**config.mk**
```make
export PLATFORM = sky130hd
export DESIGN_NAME = ysyx_25020081_wb_arbiter
export DESIGN_NICKNAME = d
export VERILOG_FILES = /design/src/rtl/ysyx_25020081_wb_arbiter.sv
export SDC_FILE = /design/constraint.sdc
export NUM_CORES = 1
export LEC_CHECK = 0
export CAP_MARGIN = 25
export CORE_MARGIN = 8
export CORE_UTILIZATION = 41
export DETAILED_ROUTE_END_ITERATION = 10
export PLACE_DENSITY = 0.86
export SYNTH_ARGS = -nofsm -noshare
export SYNTH_HDL_FRONTEND = slang
export SYNTH_SLANG_ARGS = --single-unit
```
**constraint.sdc**
```tcl
create_clock -name clk -period 6.1 [get_ports clk]
set_clock_uncertainty 0.2 [all_clocks]
set_input_delay 1.83 -clock clk [delete_from_list [all_inputs] [get_ports clk]]
set_output_delay 1.83 -clock clk [all_outputs]
set_load 0.005 [all_outputs]
```
**src/rtl/ysyx_25020081_wb_arbiter.sv**
```systemverilog
// ysyx_25020081_wb_arbiter: round-robin merge of EXU/LSU writebacks into one staged regfile write port.
// Define YSYX_25020081_WB_FWD_EN to bypass the staged write onto the read ports.
module ysyx_25020081_wb_arbiter #(
   parameter int RF_ADDR_WIDTH = 5,
   parameter int DATA_WIDTH    = 32,
   parameter int CNT_WIDTH     = 32
) (
   input  logic                     clk,
   input  logic                     rst,
   input  logic                     req0_valid,
   output logic                     req0_ready,
   input  logic [RF_ADDR_WIDTH-1:0] req0_waddr,
   input  logic [DATA_WIDTH-1:0]    req0_wdata,
   input  logic                     req1_valid,
   output logic                     req1_ready,
   input  logic [RF_ADDR_WIDTH-1:0] req1_waddr,
   input  logic [DATA_WIDTH-1:0]    req1_wdata,
   output logic                     rf_wen,
   output logic [RF_ADDR_WIDTH-1:0] rf_waddr,
   output logic [DATA_WIDTH-1:0]    rf_wdata,
   input  logic [RF_ADDR_WIDTH-1:0] rd_raddr1,
   input  logic [RF_ADDR_WIDTH-1:0] rd_raddr2,
   input  logic [DATA_WIDTH-1:0]    rf_rdata1,
   input  logic [DATA_WIDTH-1:0]    rf_rdata2,
   output logic [DATA_WIDTH-1:0]    rd_rdata1,
   output logic [DATA_WIDTH-1:0]    rd_rdata2,
   output logic [CNT_WIDTH-1:0]     perf_wb_cnt,
   output logic [CNT_WIDTH-1:0]     perf_conflict_cnt
);
   logic                     last;
   logic                     stg_valid;
   logic [RF_ADDR_WIDTH-1:0] sel_waddr;
   // on conflict the port that did not win last time goes first
   assign req0_ready = req0_valid && (!req1_valid || last);
   assign req1_ready = req1_valid && (!req0_valid || !last);
   assign sel_waddr  = req1_ready ? req1_waddr : req0_waddr;
   assign rf_wen     = stg_valid;
   always_ff @(posedge clk or posedge rst) begin
      if (rst) begin
         last              <= 1'b1;
         stg_valid         <= 1'b0;
         rf_waddr          <= '0;
         rf_wdata          <= '0;
         perf_wb_cnt       <= '0;
         perf_conflict_cnt <= '0;
      end else begin
         stg_valid         <= (req0_ready || req1_ready) && (sel_waddr != '0);
         perf_wb_cnt       <= perf_wb_cnt + CNT_WIDTH'(stg_valid);
         perf_conflict_cnt <= perf_conflict_cnt + CNT_WIDTH'(req0_valid && req1_valid);
         if (req0_ready || req1_ready) begin
            last     <= req1_ready;
            rf_waddr <= sel_waddr;
            rf_wdata <= req1_ready ? req1_wdata : req0_wdata;
         end
      end
   end
`ifdef YSYX_25020081_WB_FWD_EN
   assign rd_rdata1 = (stg_valid && rd_raddr1 == rf_waddr && rd_raddr1 != '0) ? rf_wdata : rf_rdata1;
   assign rd_rdata2 = (stg_valid && rd_raddr2 == rf_waddr && rd_raddr2 != '0) ? rf_wdata : rf_rdata2;
`else
   assign rd_rdata1 = rf_rdata1;
   assign rd_rdata2 = rf_rdata2;
`endif
endmodule
```
== Word-level counts from Yosys, hierarchy flattened ==
Index checks and enable logic that the tools add are counted.
Word-level totals
  register bits: 103
  output and inout port bits: 168
  word-level logic and storage cells: 21
  input port bits: 152
Operators by class
  reduce and logical (&&, ||, !) cells: 11
  add/sub/neg operators: 2
  mux-type cells: 2
Operators by type and width (count)
  adder 32 x 1 -> 32 bit: 2
  2-to-1 mux 32 bit: 1
  2-to-1 mux 5 bit: 1
  nonzero test 5 bit: 1
  logical AND 1 bit: 4
  zero test 1 bit: 3
  logical OR 1 bit: 3

== Depth between registers and ports, before layout ==
  depth after elaboration: 6
  gate-level depth with buffers: 9
  depth with buffers taken out: 7

== Worst setup path after synthesis ==
Ideal clock, no wire load.
  kind: input to output
  from: in req1_valid
  to: out req0_ready
  arrival: 2543 ps
  path buffers: 2
  slack: 1527 ps
  data required time: 4070 ps
  stages: 5
  cell sequence: buf_2 > nand2b_1 > buf_2 > nand2_1 > inv_1
Between the ends
  cells in the longest elaborated chain, start to end: 3
RTL lines
  start, declared: RTL line 14  | input logic req1_valid,
  zero test 1 bit: RTL line 34  | assign req0_ready = req0_valid && (!req1_valid || last);
  logical OR 1 bit: RTL line 34
  logical AND 1 bit: RTL line 34
  end, declared: RTL line 11  | output logic req0_ready,
No other way between the ends.

== Worst setup path in the final report ==
  from: in req1_valid
  to: out req1_ready
Between the ends
  cells in the longest elaborated chain, start to end: 1
RTL lines
  logical AND 1 bit: RTL line 35  | assign req1_ready = req1_valid && (!req0_valid || !last);
  end, declared: RTL line 15  | output logic req1_ready,
No other way between the ends.

==> metrics.csv <==
stage,metric,value,unit
floorplanning,Die Area,0.01693,mm2
global_route,GRT overflow,0,
clock_tree,# resized after CTS,0,
critical_path,Worst EP arrival,3350,ps
critical_path,r2r startpoint,perf_conflict_cnt[0]$_DFF_PP0_,
routing,DR vias/cell,5.214,
global_route,GRT Total Usage,17.07,%
routing,Residual DRC,0,
sta,Period minus WS final,5381,ps
sta,setup TNS,0,ps
power,leak pwr,0.002926,uW
global_route,first-pass GRT wire length,22.91,mm
synth,yosys warns,0,
sta,headroom to the max-slew limit,41.14,%
floorplanning,Die H,130.1,um
sta,RSZ-0062 raised after global routing,false,
global_route,largest net degree at the start of global routing,75,
placement,gpl congestion,0.8354,
routing,met1 WL,5.437,mm
floorplanning,floorplan row count,41,
synth,Synth Register Bits,103,
critical_path,Crit. End Element,output pin,
power,peak supply drop,0.1207,mV
placement,hpwl dp,11.00,mm
synth,Syn Area/Cell,10.24,um2
finish,antenna diode count,0,
critical_path,worst reg2reg path depth,6,
sta,Final setup viols,0,
routing,WL final,14.35,mm
synth,"Seq/Total Area, Yosys",48.31,%
critical_path,startpoint class of the critical path,input port,
sta,Slew @ Worst Pin,882.9,ps
clock_tree,Num CTS Buffers,9,
outcome,status,finished clean,
floorplanning,Initial Utilization,42.13,%
routing,wire per inst,17.67,um
global_route,number of antenna violations at the first check in global routing,0,
clock_tree,CTS Sinks,103,
global_route,vias in the first global route,4471,
critical_path,CP required,4070,ps
power,Pwr Density,251.9,mW/mm2
critical_path,CP max FO,12,
finish,Area Growth Syn to Fin,33.45,%
clock_tree,CTS HTree Levels,3,
placement,PortBufs,181,
clock_tree,CTS Buffer Depth,2,
routing,Met2 Wirelength,7.149,mm
sta,Fmax,185.8,MHz
min_path,Hold Path Class,flip-flop to flip-flop,
min_path,beginning of the worst hold path,perf_wb_cnt[31]$_DFF_PP0_,
sta,Worst Hold Slack,276.7,ps
finish,Nets,792,
sta,Fin. Hold Viols,0,
finish,Filler cells,1054,
placement,Post-Place Cell Area,0.006850,mm2
clock_tree,Worst-path clk slew,60,ps
critical_path,Worst R2R End,perf_conflict_cnt[30]$_DFF_PP0_,
min_path,hold path cells,1,
clock_tree,Hold Buf Count CTS,0,
critical_path,flop-to-flop setup slack,3910,ps
floorplanning,die width,130.1,um
routing,First-pass DRT Iterations,4,
synth,post-synthesis instance total,521,
critical_path,critical path type,input port to output pin,
routing,Routed Antenna Nets,0,
synth,Main synth FF type,dfrtp_1,
clock_tree,# Post-CTS Setup Buffers,0,
min_path,Hold EP,perf_wb_cnt[31]$_DFF_PP0_,
synth,Post-synth EDFFs,0,
floorplanning,core box area,0.01267,mm2
synth,mapped cell area,0.005338,mm2
synth,Cell variety after synth,33,
clock_tree,clock root buffer,clkbuf_16,
finish,final instance area,0.007123,mm2
sta,final period utilization,88.22,%
routing,DRT iter0 DRCs,287,
routing,met3 WL,1.200,mm
job,Max Cap Viol,0,
routing,Highest Signal Layer,met4,
clock_tree,worst skew pair latency,340,ps
floorplanning,I/O pin count,320,
routing,Vias,4234,
sta,"Slew Viols, Final",0,
synth,"FFs w/ async S/R, synth",100.0,%
synth,Syn Nets,677,
clock_tree,CTS tree,built,
finish,share of post-route cells with drive strength above 1,9.375,%
==> how the worst max path moves through the flow <==
| stage | start | to | slack, ps |
|---|---|---|---|
| floorplan | rst | perf_conflict_cnt[0]$_DFF_PP0_ | 1370 |
| CTS | req1_valid | req1_ready | 700 |
| global route | req1_valid | req1_ready | 600 |
| finish | req1_valid | req1_ready | 720 |
| global placement | req1_valid | req1_ready | 720 |
| detailed placement | req1_valid | req1_ready | 700 |
==> layout make-up <==
type	instances	area, um2	share of cell area, %
clock buffers	11	242.7	3.408
inverters	7	28.78	0.4040
multi-input cells	328	2171	30.48
repair buffers	187	1857	26.07
flip-flops and latches	103	2579	36.20
clock inverters	4	30.03	0.4216
well taps	172	215.2	3.021
==> layout by cell type (no fill, tap or decap), types with 3 or more instances in the layout <==
cell type          n
clkdlybuf4s50_1  181
dfrtp_1          102
nor2_1            77
xnor2_1           47
mux2_2            32
o22ai_1           32
nand3_1           27
nand2_1           25
nand4_1           23
xor2_1            13
clkbuf_16          9
o21ai_0            8
and3_1             8
nor3_1             8
inv_1              6
buf_4              6
mux2i_1            5
ha_1               4
and4_1             3
==> synth_stat cells (3+ instances only) <==
library cell  number  share of area, %
nand3_1           27               2.5
xnor2_1           47               7.7
o22ai_1           32               3.8
xor2_1            13               2.1
dfrtp_1          102                48
and4_1             3              0.49
ha_1               4              0.94
o21ai_0            8              0.75
mux2i_1            5              0.94
and3_1             8              0.94
mux2_2            32               6.8
nor2_1            77               5.4
nor3_1             8              0.75
buf_4             64               9.0
nand2_1           25               1.8
inv_1              7              0.49
nand4_1           23               2.7
clkbuf_1          14              0.98
==> state kept, by name, summed over array words and instances (netlist names) <==
register and flops:
perf_conflict_cnt 32, perf_wb_cnt 32, rf_wdata 32, rf_waddr 5, last 1, rf_wen 1
==> routing by layer <==
metal,vias to the layer above,global-route usage (%)
met5,-,0
met4,0,9.768
met3,48,5.304
met2,176,28.70
met1,2044,18.81
li1,1966,-
==> stage by stage <==
| step | std cells | worst slack (ps) | utilization, % | total power [uW] |
|---|---|---|---|---|
| CTS | 812 | 698.0 | 56.22 | 1820 |
| global route | 812 | 603.8 | 56.22 | 1882 |
| floorplan | 521 | 1368 | - | 1030 |
| finish | 812 | 718.9 | 56.22 | 1794 |
| global placement | 797 | 720.6 | 54.06 | 1256 |
| detailed placement | 797 | 697.3 | 54.06 | 1272 |
==> power by group <==
| part | switching [uW] | leakage, uW | internal, uW |
|---|---|---|---|
| combinational | 158 | 0.00147 | 252 |
| sequential | 79.0 | 0.00132 | 763 |
| clock | 255 | 0.000132 | 288 |
| total | 492 | 0.00293 | 1300 |
==> cells by family after synthesis <==
logic type               after synthesis  share of synthesized area (%)
AO/OA/AOI/OAI                         41                          4.641
XOR/XNOR                              60                          9.845
adder cells (fa/ha/maj)                4                         0.9377
buffers and inverters                 90                          11.02
flip-flops                           103                          48.31
multiplexers                          37                          7.689
AND/OR/NAND/NOR                      186                          17.56
==> critical path, stage by stage <==
cell             delay (ps)
clkdlybuf4s50_1         600
a21boi_0                200
buf_4                   190
clkdlybuf4s50_1         520
Power figures use the tool's default switching activity.
